$ cat src/rtl/load_ext_pipe_if.sv
// Load-extender handshake bundle: request beat in, aligned result out, plus the AdEL counter.
// Latency: none (wiring only).
// Backpressure: in_ready/out_ready follow the usual valid/ready rules; the slave side is the pipe.
interface load_ext_pipe_if #(
    parameter int DATA_W = 32,
    parameter int TAG_W  = 5,
    parameter int CNT_W  = 16
);
    localparam int OFS_W = $clog2(DATA_W/8);

    logic              in_valid;
    logic              in_ready;
    logic [OFS_W-1:0]  in_ofs;
    logic [DATA_W-1:0] in_rdata;
    logic [2:0]        in_mode;
    logic [DATA_W-1:0] in_old;
    logic [TAG_W-1:0]  in_tag;
    logic              out_valid;
    logic              out_ready;
    logic [DATA_W-1:0] out_data;
    logic [TAG_W-1:0]  out_tag;
    logic              out_adel;
    logic [CNT_W-1:0]  adel_cnt;

    modport master (
        output in_valid, in_ofs, in_rdata, in_mode, in_old, in_tag, out_ready,
        input  in_ready, out_valid, out_data, out_tag, out_adel, adel_cnt
    );

    modport slave (
        input  in_valid, in_ofs, in_rdata, in_mode, in_old, in_tag, out_ready,
        output in_ready, out_valid, out_data, out_tag, out_adel, adel_cnt
    );
endinterface

$ cat src/rtl/load_ext_pipe.sv
// Registered load-data aligner/extender with AdEL flagging and a saturating AdEL counter.
// Latency: 1 cycle, 1 result/cycle sustained; outputs come only from the main register.
// Backpressure: main + skid entries; in_ready = !skid_valid. LOAD_EXT_LWLR_EN enables lwl/lwr merging.
module load_ext_pipe #(
    parameter int DATA_W = 32,
    parameter int TAG_W  = 5,
    parameter int CNT_W  = 16
) (
    input  logic           clk,
    input  logic           reset_n,
    input  logic           flush,
    load_ext_pipe_if.slave bus
);
    localparam int OFS_W = $clog2(DATA_W/8);

    generate
        if (DATA_W != 32 && DATA_W != 64) begin : g_bad_data_w
            $error("load_ext_pipe: DATA_W must be 32 or 64");
        end
    endgenerate

    logic [DATA_W-1:0] sh;
    logic [DATA_W-1:0] ext_dat;
    logic              ext_adel;

`ifdef LOAD_EXT_LWLR_EN
    logic [1:0]  b;
    logic [31:0] lwl_r;
    logic [31:0] lwr_r;

    assign b     = bus.in_ofs[1:0];
    assign lwl_r = (bus.in_rdata[31:0] << {2'd3 - b, 3'b000})
                 | (bus.in_old[31:0] & ~(32'hFFFF_FFFF << {2'd3 - b, 3'b000}));
    assign lwr_r = (bus.in_rdata[31:0] >> {b, 3'b000})
                 | (bus.in_old[31:0] & ~(32'hFFFF_FFFF >> {b, 3'b000}));
`else
    logic unused_old;
    assign unused_old = ^bus.in_old;
`endif

    always_comb begin
        sh       = bus.in_rdata >> {bus.in_ofs, 3'b000};
        ext_dat  = sh;
        ext_adel = 1'b0;
        case (bus.in_mode)
            3'b001: ext_dat = DATA_W'(sh[7:0]);
            3'b010: ext_dat = DATA_W'($signed(sh[7:0]));
            3'b011: begin
                ext_dat  = DATA_W'(sh[15:0]);
                ext_adel = bus.in_ofs[0];
            end
            3'b100: begin
                ext_dat  = DATA_W'($signed(sh[15:0]));
                ext_adel = bus.in_ofs[0];
            end
            3'b111: begin
                ext_dat  = DATA_W'($signed(sh[31:0]));
                ext_adel = |bus.in_ofs[1:0];
            end
`ifdef LOAD_EXT_LWLR_EN
            3'b101: ext_dat = DATA_W'($signed(lwl_r));
            3'b110: ext_dat = DATA_W'($signed(lwr_r));
`endif
            default: ext_adel = |bus.in_ofs;
        endcase
        if (ext_adel) begin
            ext_dat = '0;
        end
    end

    logic              main_vld, skid_vld;
    logic [DATA_W-1:0] main_dat, skid_dat;
    logic [TAG_W-1:0]  main_tag, skid_tag;
    logic              main_adel, skid_adel;
    logic [CNT_W-1:0]  adel_cnt;
    logic              accept, deliver;

    assign accept  = bus.in_valid & ~skid_vld;
    assign deliver = main_vld & bus.out_ready;

    always_ff @(posedge clk or negedge reset_n) begin
        if (!reset_n) begin
            main_vld  <= 1'b0;
            skid_vld  <= 1'b0;
            main_dat  <= '0;
            main_tag  <= '0;
            main_adel <= 1'b0;
            skid_dat  <= '0;
            skid_tag  <= '0;
            skid_adel <= 1'b0;
            adel_cnt  <= '0;
        end else if (flush) begin
            main_vld <= 1'b0;
            skid_vld <= 1'b0;
        end else begin
            if (deliver && main_adel && adel_cnt != '1) begin
                adel_cnt <= adel_cnt + CNT_W'(1);
            end
            if (accept && (!main_vld || deliver)) begin
                main_vld  <= 1'b1;
                main_dat  <= ext_dat;
                main_tag  <= bus.in_tag;
                main_adel <= ext_adel;
            end else if (accept) begin
                skid_vld  <= 1'b1;
                skid_dat  <= ext_dat;
                skid_tag  <= bus.in_tag;
                skid_adel <= ext_adel;
            end else if (deliver && skid_vld) begin
                // in_ready is low here, so no beat can race the skid promotion
                main_dat  <= skid_dat;
                main_tag  <= skid_tag;
                main_adel <= skid_adel;
                skid_vld  <= 1'b0;
            end else if (deliver) begin
                main_vld <= 1'b0;
            end
        end
    end

    assign bus.in_ready  = ~skid_vld;
    assign bus.out_valid = main_vld;
    assign bus.out_data  = main_dat;
    assign bus.out_tag   = main_tag;
    assign bus.out_adel  = main_adel;
    assign bus.adel_cnt  = adel_cnt;
endmodule

$ cat src/flat_wrapper.sv
// flat-port wrapper written by rule: the top's interface ports become plain ports
module load_ext_pipe_flat 
#(
    parameter int DATA_W = 32,
    parameter int TAG_W  = 5,
    parameter int CNT_W  = 16
)
  (clk, reset_n, flush, bus_in_valid, bus_in_ofs, bus_in_rdata, bus_in_mode, bus_in_old, bus_in_tag, bus_out_ready, bus_in_ready, bus_out_valid, bus_out_data, bus_out_tag, bus_out_adel, bus_adel_cnt);
  load_ext_pipe_if #(.DATA_W(DATA_W), .TAG_W(TAG_W), .CNT_W(CNT_W)) bus_i ();
  input  logic clk;
  input  logic reset_n;
  input  logic flush;
  input wire logic [$bits(bus_i.in_valid)-1:0] bus_in_valid;
  input wire logic [$bits(bus_i.in_ofs)-1:0] bus_in_ofs;
  input wire logic [$bits(bus_i.in_rdata)-1:0] bus_in_rdata;
  input wire logic [$bits(bus_i.in_mode)-1:0] bus_in_mode;
  input wire logic [$bits(bus_i.in_old)-1:0] bus_in_old;
  input wire logic [$bits(bus_i.in_tag)-1:0] bus_in_tag;
  input wire logic [$bits(bus_i.out_ready)-1:0] bus_out_ready;
  output wire logic [$bits(bus_i.in_ready)-1:0] bus_in_ready;
  output wire logic [$bits(bus_i.out_valid)-1:0] bus_out_valid;
  output wire logic [$bits(bus_i.out_data)-1:0] bus_out_data;
  output wire logic [$bits(bus_i.out_tag)-1:0] bus_out_tag;
  output wire logic [$bits(bus_i.out_adel)-1:0] bus_out_adel;
  output wire logic [$bits(bus_i.adel_cnt)-1:0] bus_adel_cnt;
  assign bus_i.in_valid = bus_in_valid;
  assign bus_i.in_ofs = bus_in_ofs;
  assign bus_i.in_rdata = bus_in_rdata;
  assign bus_i.in_mode = bus_in_mode;
  assign bus_i.in_old = bus_in_old;
  assign bus_i.in_tag = bus_in_tag;
  assign bus_i.out_ready = bus_out_ready;
  assign bus_in_ready = bus_i.in_ready;
  assign bus_out_valid = bus_i.out_valid;
  assign bus_out_data = bus_i.out_data;
  assign bus_out_tag = bus_i.out_tag;
  assign bus_out_adel = bus_i.out_adel;
  assign bus_adel_cnt = bus_i.adel_cnt;
  load_ext_pipe #(.DATA_W(DATA_W), .TAG_W(TAG_W), .CNT_W(CNT_W)) u_core (.clk(clk), .reset_n(reset_n), .flush(flush), .bus(bus_i));
endmodule
$ cat config.mk
export PLATFORM = sky130hd
export DESIGN_NAME = load_ext_pipe_flat
export DESIGN_NICKNAME = d
export VERILOG_FILES = /design/src/rtl/load_ext_pipe_if.sv /design/src/rtl/load_ext_pipe.sv /design/src/flat_wrapper.sv
export SDC_FILE = /design/constraint.sdc
export NUM_CORES = 1
export LEC_CHECK = 0
export CAP_MARGIN = 15
export CORE_ASPECT_RATIO = 0.75
export CORE_MARGIN = 4
export CORE_UTILIZATION = 25
export CTS_CLUSTER_SIZE = 24
export DETAILED_ROUTE_END_ITERATION = 16
export SYNTH_ARGS = -nofsm -noshare
export SYNTH_HDL_FRONTEND = slang
export SYNTH_SLANG_ARGS = --single-unit
$ cat constraint.sdc
create_clock -name clk -period 5.5 [get_ports clk]
set_clock_uncertainty 0.1 [all_clocks]
set_input_delay 0.825 -clock clk [delete_from_list [all_inputs] [get_ports clk]]
set_output_delay 0.825 -clock clk [all_outputs]
set_load 0.01 [all_outputs]
Word-level counts from Yosys, hierarchy flattened
Cells that the tools add are included.
- flip-flop bits (word level): 94
- input bits: 79
- output and inout bits: 56
- logic and storage cells: 63
- add/sub/neg operators: 1
- equality and inequality tests: 9
- shift operators: 1
- muxes and demuxes: 21
- bitwise gates (word level): 5
- reduce and logical (&&, ||, !) cells: 17
- operators by type and width (cell ; number):
    two-way mux 32 bit ; 4
    one-hot mux 32 bit (4 select lines) ; 1
    right shift 32 x 5 -> 32 bit ; 1
    adder 16 x 1 -> 16 bit (second input constant) ; 1
    inequality test 16 bit (second input constant) ; 1
    two-way mux 5 bit ; 3
    two-way mux 1 bit ; 12
    AND reduction 3 bit ; 3
    == test 3 x 2 -> 1 bit (second input constant) ; 2
    nonzero test 3 bit ; 2
    OR reduction 2 bit ; 3
    logical AND 1 bit ; 4
    inequality test 2 bit (second input constant) ; 2
    AND reduction 2 bit ; 2
    == test 3 x 1 -> 1 bit (second input constant) ; 1
    == test 3 bit (second input constant) ; 1
    inequality test 3 x 2 -> 1 bit (second input constant) ; 1
    inequality test 3 bit (second input constant) ; 1
    NOT 1 bit ; 3
    bitwise AND 1 bit ; 2
    one-hot mux 1 bit (2 select lines) ; 1
    nonzero test 2 bit ; 1
    logical NOT 1 bit ; 1
    logical OR 1 bit ; 1

Logic depth before layout (Yosys ltp)
- depth in word-level cells: 6
- mapped depth: 7
- mapped depth without buffers: 6

Worst setup path before layout
OpenSTA, ideal clock, no wires.
- kind: input port to flip-flop
- start point: input bus_in_mode[2]
- end point: register u_core.main_dat[27], in the netlist u_core.bus.out_data[27]
- setup time: 95 ps
- data arrival time: 2186 ps
- required time: 5305 ps
- slack: 3119 ps
- stages on the path: 6
- path buffers: 2
- cell sequence: buf_6 > or4b_4 > o311ai_4 > o2111ai_4 > buf_6 > o31ai_1
- word-level cells in the longest chain between the ends: 5
- elaborated cells on any way between the ends: 10
- classes of those cells: eq/ne: 4; mux: 4; reduce/logical: 2
- ends and longest elaborated chain (item ; line ; text):
    start: declaration ; flat_wrapper.sv:16 ; input wire logic [$bits(bus_i.in_mode)-1:0] bus_in_mode;
    == test 3 x 2 -> 1 bit, or another cell as far along ; load_ext_pipe.sv:45 ; case (bus.in_mode)
    OR reduction 2 bit (no source line) ; - ;
    one-hot mux 1 bit (2 select lines) ; load_ext_pipe.sv:45 ;
    two-way mux 32 bit (*) ; load_ext_pipe.sv:66 ; if (ext_adel) begin
    two-way mux 32 bit (*) ; load_ext_pipe.sv:99 ; if (accept && (!main_vld || deliver)) begin
    end signal: assignment ; load_ext_pipe.sv:101 ; main_dat <= ext_dat;
    end signal: assignment ; load_ext_pipe.sv:111 ; main_dat <= skid_dat;
    end: declaration ; load_ext_pipe.sv:72 ; logic [DATA_W-1:0] main_dat, skid_dat;
Mark *: on every way between the ends. The rest lies on a longest branch, timed or not.
A chain may end at the register's enable or synchronous reset.

Worst setup path in the final report
- start point: input bus_in_mode[1]
- end point: register u_core.skid_dat[26]
- word-level cells in the longest chain between the ends: 4
- elaborated cells on any way between the ends: 9
- classes of those cells: eq/ne: 4; mux: 3; reduce/logical: 2
- ends and longest elaborated chain (item ; line ; text):
    == test 3 x 2 -> 1 bit, or another cell as far along ; load_ext_pipe.sv:45 ;
    OR reduction 2 bit (no source line) ; - ;
    one-hot mux 1 bit (2 select lines) ; load_ext_pipe.sv:45 ;
    two-way mux 32 bit (*) ; load_ext_pipe.sv:66 ;
    end signal: assignment ; load_ext_pipe.sv:106 ; skid_dat <= ext_dat;
    end: declaration ; load_ext_pipe.sv:72 ;
Marks and branches as above.

==> impl_results.md <==
- Total of max-cap violations: 0
- Commonest cells post-synth: nand2_1, dfrtp_1, a21oi_1, nor2_1, o31ai_1
- Final Worst Setup Slack: 2120 ps
- Critical Path Sink Type: flip-flop
- Ys flop type: dfrtp_1
- Pwr dens: a little over 300 mW/mm^2
- Initial antenna violation count: 0
- Die Y: 130 um
- GPL Wtd Cong: 0.848
- Peak supply drop: 0.175 mV
- Design Area, Final: 0.00645 mm^2
- CTS clock-pin slew for the worst setup and hold paths: 70 ps
- DP HPWL: 10.2 mm
- Area growth syn-to-layout: 30.0%
- Die Span X: 171 um
- Multi-input logic area: 0.00237 mm^2
- PortBufs: ~100
- Final TNS setup: 0 ps
- Slew @ Worst Pin: between 1000 and 1500 ps
- Avg Inst Size Synth: 9.20 um^2
- DRT antenna net count: 0
- First DRT Iteration DRCs: 401
- Fin. max-slew vios: 0
- Largest family of logic cells by synthesized area: compound AO/OA/AOI/OAI gates
- Final Setup Violations: 0
- Status: finished, final reports clean
- CTS buffer count: 9
- GRT overflow: 0
- Fillers: a little over 2000
- Initial Util: approximately 26%
- Final Core Density: around a third
- Drt via density: 4.88
- Vias in the first global route: 4015
- Yosys cell types: 48
- Slew headroom: between 30% and 40%
- Setup CP Type: primary input to flip-flop
- Nets: 700
- Die area: roughly 0.022 mm^2
- Drt drc: 0
- Fmax: between 0.2 and 0.3 GHz
- Max clock buf depth: 2
- Synth Area in Simple Gates: 19.7%
- Layout cells sized above 1: 7.36%
- Worst Path Buf+Inv: 1
- RSZ-0062 raised after global routing: false
- Sequential-to-total area share from yosys stat: between 40% and 50%
- First drt pass iteration count: 5
- Root Driver: clkbuf_16
- Crit path DAT: 3520 ps
- Synth Area in Adders: 0.252%
- First-pass GRT wire length: 23.0 mm
- CTS tree: yes
- CP top delay family: compound AO/OA/AOI/OAI gates
- Share of the synthesized area in the top cell type: 47.4%
- Register Area: 0.00235 mm^2
- Final hold vios: 0
- Lkg Pwr: 2.74 nW
- Xor/xnor cell area share of the yosys netlist: 2.12%
- Complex-gate fraction of the synthesized area: ~21%
- Tot GR Track Use: approximately an eighth
- Area contributors post-synth: dfrtp_1, nand2_1, a21oi_1, o31ai_1, mux2i_1
- Drt wl/cell: 16.7 um
- Fraction of synthesized area in multiplexers: 3.91%
- CP max stage delay: 690 ps
- Hold_buf cts: 0
- Antenna Cells: 0
- H-tree depth: 3
- Clk Latency, worst-skew pair: 350 ps
- Largest net degree at the start of global routing: 62
- Worst-path cell chain: clkdlybuf4s50_1 > and3_2 > o311ai_4 > o2111ai_4 > o31ai_1
- Yosys warns: 0
- Required time worst endpoint: 5640 ps
- Resize count post-CTS: 0
- Tcrit/Tclk final: 61.4%
- Area after DPL: 0.00612 mm^2
- Vias: 4289
- Most common cell in the synthesized netlist: nand2_1
- Std-Cell Rows: 44
- Mapped cell area: 0.00496 mm^2
- Hold crit path type: flip-flop to flip-flop
- TritonCTS Sinks: 94
- Ys async rst share: 100%
- Synth Net Count: 619
- Ports: 135
- DRT Wirelength: 14.6 mm
- Number of synthesized register bits: 94
- Number of synthesized flops with an enable pin: 0
- Tmin final: 3380 ps
- Worst Setup Start Kind: primary input
- CP max stage cell: clkdlybuf4s50_1
- Core Area: 0.0194 mm^2
- CP max FO: 32
- Yosys top cell by area: dfrtp_1
- Post-CTS Setup Inserts: 0
- Fin Hold WS: 369 ps
- Pre-CTS setup slack: 1820 ps
- Mapped Cells: 539
## cell families (layout without fill, tap and decap cells)
group                    count (synthesis)  after routing
AND/OR/NAND/NOR                        209            209
AO/OA/AOI/OAI                          158            158
flip-flops                              94             94
buffers and inverters                   46            132
multiplexers                            19             19
XOR/XNOR                                12             12
adder cells (fa/ha/maj)                  1              1
## cell usage in the layout (no fill, tap or decap), types with 2 or more instances in the layout
cell type / netlist / final
or2_2: 2 / 2
a31oi_1: 17 / 17
nor2_1: 42 / 42
and3_2: 3 / 3
a2bb2oi_1: 6 / 6
inv_8: 0 / 3
clkinvlp_4: 0 / 2
buf_4: 2 / 7
clkbuf_16: 0 / 9
nand2b_1: 3 / 3
inv_1: 6 / 6
clkinv_4: 0 / 2
nand3_1: 7 / 7
clkdlybuf4s50_1: 0 / 100
nor3_1: 5 / 4
a211o_1: 2 / 2
dfrtp_1: 94 / 94
xnor2_1: 9 / 9
a21oi_1: 46 / 46
and3_1: 24 / 24
nand2_1: 95 / 95
mux2i_1: 16 / 16
xor2_1: 3 / 3
o31ai_2: 3 / 3
nor2b_1: 10 / 10
mux2_2: 3 / 3
nand4_1: 5 / 5
o21ai_0: 24 / 24
nand3b_1: 4 / 4
o211ai_1: 6 / 6
o31ai_1: 29 / 29
a211oi_1: 17 / 16
## path summary, 6_finish.rpt
path                                      endpoint  cells after the start  slack [ps]           startpoint
setup / recovery               u_core.skid_dat[26]                      5        2120       bus_in_mode[1]
hold / removal                 u_core.skid_dat[25]                      2         370  u_core.skid_dat[25]
setup reg to reg           u_core.bus.out_data[21]                      5        2730      u_core.skid_vld
hold reg to reg                u_core.skid_dat[25]                      2         370  u_core.skid_dat[25]
max in group asynchronous      u_core.skid_dat[12]                      2        3850              reset_n
min in group asynchronous  u_core.bus.adel_cnt[13]                      1         400              reset_n
## flip-flops by register name (all words and copies together) (netlist names)
| name | count |
|---|---|
| u_core.bus.out_valid | 1 |
| u_core.bus.out_adel | 1 |
| u_core.bus.out_data | 32 |
| u_core.skid_tag | 5 |
| u_core.skid_vld | 1 |
| u_core.bus.adel_cnt | 16 |
| u_core.skid_dat | 32 |
| u_core.skid_adel | 1 |
| u_core.bus.out_tag | 5 |
## worst reg2reg max path, stage by stage (launching register included)
cell,delay [ps]
dfrtp_1,420
nand2b_1,290
a211oi_4,240
buf_4,480
nand2_1,680
o31ai_1,450
## layer usage
metal  track usage (%)  share of wire, %
met2              18.4                41
met1              20.2                51
met4              3.85               1.8
met3              3.30               6.0
met5                 0                 0
## where the power goes
group | total (W) | leakage (nW) | switching, W | internal (W)
Combinational | 0.000497 | 1.37 | 0.000257 | 0.000241
Sequential | 0.000877 | 1.23 | 0.0000694 | 0.000807
Clock | 0.000616 | 0.138 | 0.000298 | 0.000318
Total | 0.00199 | 2.74 | 0.000624 | 0.00137
## final cells by class
cell class,count,share of cell area [%]
Multi-Input combinational cell,399,36.8
Sequential cell,94,36.5
Timing Repair Buffer,110,16.9
Tap cell,253,4.91
Clock buffer,9,3.49
Clock inverter,7,1.03
Inverter,6,0.349
## metrics by stage
step	std cells	power (W)
after detailed placement	860	0.00139
final	878	0.00199
after global placement	859	0.00139
after CTS	876	0.00202
after floorplan	539	0.00113
after global routing	878	0.00211
No activity file was read; power rests on OpenSTA's default activity.
